### config.mk
export PLATFORM = sky130hd
export DESIGN_NAME = alu_rr_sequencer_ody
export DESIGN_NICKNAME = d
export VERILOG_FILES = /design/src/rtl/alu_rr_sequencer_ody.sv
export SDC_FILE = /design/constraint.sdc
export NUM_CORES = 1
export LEC_CHECK = 0
export CORE_ASPECT_RATIO = 0.5
export CORE_MARGIN = 1.5
export CORE_UTILIZATION = 34
export DETAILED_ROUTE_END_ITERATION = 7
export GPL_TIMING_DRIVEN = 0
export PLACE_DENSITY = 0.75
export SETUP_SLACK_MARGIN = 0.02
export SLEW_MARGIN = 10
export SYNTH_ARGS = -nofsm -noshare
export SYNTH_HDL_FRONTEND = slang
export SYNTH_SLANG_ARGS = --single-unit
export TNS_END_PERCENT = 1
### constraint.sdc
create_clock -name clk -period 1.5 [get_ports clk]
set_input_delay 0.225 -clock clk [delete_from_list [all_inputs] [get_ports clk]]
set_output_delay 0.225 -clock clk [all_outputs]
set_load 0.05 [all_outputs]
### src/rtl/alu_rr_sequencer_ody.sv
// Round-robin sequencer sharing one external signed ALU between two requesters.
// Optional grant counters are enabled by defining ALU_SEQ_STATS_EN.
module alu_rr_sequencer_ody #(
  parameter int unsigned N = 3,
  localparam int unsigned OW = N + 1,
  localparam int unsigned RW = N + 3
) (
  input  logic                 clk,
  input  logic                 rst_n,
  input  logic                 req0_valid,
  output logic                 req0_ready,
  input  logic signed [OW-1:0] req0_x,
  input  logic signed [OW-1:0] req0_y,
  input  logic [2:0]           req0_s,
  input  logic                 req1_valid,
  output logic                 req1_ready,
  input  logic signed [OW-1:0] req1_x,
  input  logic signed [OW-1:0] req1_y,
  input  logic [2:0]           req1_s,
  output logic signed [OW-1:0] alu_x,
  output logic signed [OW-1:0] alu_y,
  output logic [2:0]           alu_s,
  input  logic signed [RW-1:0] alu_o,
  output logic                 res_valid,
  input  logic                 res_ready,
  output logic signed [RW-1:0] res_data,
  output logic                 res_id,
`ifdef ALU_SEQ_STATS_EN
  output logic [7:0]           gnt0_cnt,
  output logic [7:0]           gnt1_cnt,
`endif
  output logic                 busy
);

  typedef enum logic [1:0] {IDLE, EXEC, RESP} state_t;

  state_t state, state_nxt;
  logic   last_grant;
  logic   grant_id;
  logic   grant_vld;
  logic   accept;

  // Tie goes to the requester that did not win last time.
  always_comb begin
    grant_vld = req0_valid | req1_valid;
    if (req0_valid && req1_valid) grant_id = ~last_grant;
    else                          grant_id = req1_valid;
  end

  always_comb begin
    state_nxt  = state;
    accept     = 1'b0;
    req0_ready = 1'b0;
    req1_ready = 1'b0;
    case (state)
      IDLE: begin
        if (grant_vld) begin
          accept     = 1'b1;
          req0_ready = ~grant_id;
          req1_ready = grant_id;
          state_nxt  = EXEC;
        end
      end
      EXEC:    state_nxt = RESP;
      RESP:    if (res_ready) state_nxt = IDLE;
      default: state_nxt = IDLE;
    endcase
  end

  always_ff @(posedge clk or negedge rst_n) begin
    if (!rst_n) state <= IDLE;
    else        state <= state_nxt;
  end

  // Operand capture, result capture and status flags; alu_* hold between ops.
  always_ff @(posedge clk or negedge rst_n) begin
    if (!rst_n) begin
      alu_x      <= '0;
      alu_y      <= '0;
      alu_s      <= 3'b000;
      res_data   <= '0;
      res_id     <= 1'b0;
      res_valid  <= 1'b0;
      busy       <= 1'b0;
      last_grant <= 1'b1;
    end else begin
      if (accept) begin
        alu_x      <= grant_id ? req1_x : req0_x;
        alu_y      <= grant_id ? req1_y : req0_y;
        alu_s      <= grant_id ? req1_s : req0_s;
        res_id     <= grant_id;
        last_grant <= grant_id;
      end
      if (state == EXEC) res_data <= alu_o;
      res_valid <= (state_nxt == RESP);
      busy      <= (state_nxt != IDLE);
    end
  end

`ifdef ALU_SEQ_STATS_EN
  // Free-running 8-bit accept counters, wrapping naturally.
  always_ff @(posedge clk or negedge rst_n) begin
    if (!rst_n) begin
      gnt0_cnt <= 8'd0;
      gnt1_cnt <= 8'd0;
    end else if (accept) begin
      if (grant_id) gnt1_cnt <= gnt1_cnt + 8'd1;
      else          gnt0_cnt <= gnt0_cnt + 8'd1;
    end
  end
`endif

endmodule
==> key figures <==
Layout
  – Fin nets: 164
  – Ratio of cells with drive above 1 in the final layout: 30.0%
  – Fin util: 62.3%
  – # fillers: 230
  – Area grow syn2layout: 67.5%
  – # diodes: 0
  – Final Non-Filler Cells: 167

Place
  – Placer congestion estimate: 0.677
  – Placed cell count: 159
  – I/O Buffers: 54

Floorplanning
  – Starting Density: 37.2%
  – DIE HEIGHT: 41.4 µm
  – DIE WIDTH: 79.9 µm
  – # IOs: 55
  – Rows: 13
  – Core region area: 0.00270 mm²
  – Die area: 0.00331 mm²

Synthesis
  – Synth warnings: 0
  – Number of synthesized flops with an enable pin: 0
  – Synth top cells by count: 22 x dfrtp_1, 13 x mux2_2, 7 x mux2_4, 4 x a221o_1, 4 x and3_1
  – Avg Cell Area, Syn: 14.8 µm²
  – Mapped cell area: 0.00100 mm²
  – Main synth FF type: dfrtp_1
  – Area leader, netlist: dfrtp_1
  – Synthesized instance count: 68
  – FFs w/ async S/R, synth: 100%
  – Top cell type's share of synthesized area: 54.8%
  – Synth cell types: 19
  – Count leader, synth: dfrtp_1
  – Sequential element share of the synthesized area: 57.4%
  – Top post-synthesis cells by area: dfrtp_1 55%, mux2_2 15%, mux2_4 10%
  – Flops & latches, synth: 23
  – Synth Net Count: 101

STA
  – Slew Viols, Final: 0
  – Worst Tran Pin Value: 1.00 ns
  – Final period utilization: 105%
  – Finish-stage setup viols: 9
  – Relative slew slack: 33.1%
  – Final hold violations: 0
  – PnR worst setup slack: -0.0798 ns
  – Clk_skew: 0.00187 ns
  – Fmax: 633 MHz
  – Fin crit period: 1.58 ns
  – RSZ-0062 raised after global routing: yes

Min path
  – Hold endpoint: res_id
  – WHS Path Cells: 1
  – HP Start: res_id
  – Hold crit path type: flop to flop

Global routing
  – Initial antenna violation count: 0
  – First-pass GRT wire length: 3620 µm
  – M3 GR Usage: 4.62%
  – Routing usage on met2: 25.9%
  – Vias in the first global route: 775
  – All-layer global routing usage: 14.6%
  – Grt ovf: 0
  – Grt met1 use: 16.9%
  – Pin count of the biggest net entering global routing: 24
  – GRT Max-Usage Layer: met2

Pwr
  – Switch share: 48.6%
  – Power share of the clock group: 9.8%
  – Register share of total power: 29.2%
  – Leakage: 0.000785 µW
  – VDD IR max: 1.02 mV
  – Comb pwr share: 61.0%
  – Pwr per Cell Area: 2300 mW/mm²
  – Cell-internal power: 1990 µW
  – Sw power: 1880 µW

Drt
  – Number of remaining DRC errors: 0
  – Drt via density: 4.66
  – Antenna viol nets, final: 0
  – DR vias: 779
  – TritonRoute pass-1 iters: 3
  – Initial DRC count: 10
  – Routed WL: 2350 µm
  – WL per Instance: 14.1 µm

Worst setup path
  – Crit path arrival time: 1.35 ns
  – Slowest Stage Delay on Critical Path: 0.55 ns
  – Req. time, crit path: 1.27 ns
  – Crit path launch type: flop
  – Worst R2R End: alu_y[0]
  – Worst R2R Path Depth: 5
  – Crit Path Max Fanout: 4
  – R2R Setup Slk: -0.07 ns
  – Slowest CP cell: dfstp_2
  – CP Cell Sequence: a21bo_1, buf_6, o211a_4, buf_8
  – Crit. End Element: output port
  – R2R Path Start: last_grant
  – Setup CP Type: flop to output port

CTS
  – Number of CTS-inserted buffers: 3
  – # H-tree levels: 1
  – CTS tree: yes
  – Clock Pin Slew Worst Setup and Hold Paths: 0.08 ns
  – Max Root-Sink Buffers: 2
  – Clk Latency, worst-skew pair: 0.26 ns
  – Num Clock Sinks: 23
  – Clk Tree Root Cell: clkbuf_8

Status
  – Status: complete, but fails checks
  – Violated checks: setup timing

Job
  – Maxcap violations: 0
==> worst max path at each step <==
stage | start | endpoint | slack [ns] | cells past startpoint
global route | last_grant | req0_ready | -0.13 | 4
finish | last_grant | req0_ready | -0.08 | 4
global placement | req1_valid | req0_ready | -0.85 | 5
CTS | last_grant | req0_ready | -0.12 | 4
detailed placement | req1_valid | req0_ready | -0.87 | 5
floorplan | last_grant | alu_s[1] | -0.04 | 4
==> registers in the layout (all words and copies together), names as in the netlist <==
name        flops
res_data        6
alu_x           4
alu_y           4
alu_s           3
state           2
busy            1
last_grant      1
res_id          1
res_valid       1
==> power by group through the flow <==
stage / Combinational [µW] / Clock (µW) / Sequential, µW
after floorplan: 688 / 0 / 2090
after global placement: 2440 / 0 / 1120
after detailed placement: 2470 / 0 / 1140
after CTS: 2350 / 395 / 1130
after global routing: 2470 / 420 / 1170
final: 2360 / 379 / 1130
==> layout make-up <==
class,count,area [µm²],area share (%)
Multi-Input combinational cell,41,432,25.7
Clock inverter,1,5.00,0.297
Inverter,1,3.75,0.223
Buffer,3,22.5,1.34
Sequential cell,23,579,34.4
Tap cell,37,46.3,2.75
Clock buffer,3,41.3,2.45
Timing Repair Buffer,58,553,32.9
==> through the flow <==
step           area, µm²  TNS, ns  hold WS (ns)  power, µW  setup slack (ns)
2_1_floorplan       1020   -0.146       -0.0706       2780           -0.0364
3_3_place_gp        1600    -5.60         0.463       3570            -0.850
3_5_place_dp        1600    -6.38         0.473       3610            -0.871
4_1_cts             1660   -0.753         0.486       3870            -0.117
5_1_grt             1680    -1.22         0.516       4060            -0.134
6_report            1680   -0.509         0.485       3870           -0.0798
==> critical path: cells and delay by family (launching register included) <==
family | cells | cell delay (ns)
flops | 1 | 0.55
compound gates | 2 | 0.29
buf+inv | 2 | 0.26
==> per-layer routing <==
layer | up-vias | wire (µm)
li1 | 377 | -
met2 | 17 | 1270
met4 | 0 | 34
met1 | 381 | 955
met5 | - | 0
met3 | 4 | 85
==> cells by family after synthesis <==
| family | synth area share (%) |
|---|---|
| compound gates | 9.71 |
| mux | 25.0 |
| buf+inv | 2.36 |
| simple gates | 5.48 |
| flops | 57.4 |
==> layout by cell type (no fill, tap or decap), types with 2 or more instances in the layout <==
cell              n
buf_4             4
a21o_1            2
dlygate4sd2_1    22
dfrtp_2           2
mux2_4            7
dfrtp_1          20
a221o_1           4
clkdlybuf4s50_1  30
nand2b_1          3
buf_6             3
mux2_2           13
o21ai_0           2
clkbuf_8          3
and3_1            4
==> what timing repair did <==
| action | 4_1_cts | 5_1_grt |
|---|---|---|
| pin swaps | 0 | 1 |
| setup endpoints to repair | 34 | 14 |
| hold buffers | 0 | 0 |
| resized for setup | 42 | 2 |
| buffers inserted | 2 | 2 |
| cloned | 0 | 0 |
(Power assumes the default switching activity.)
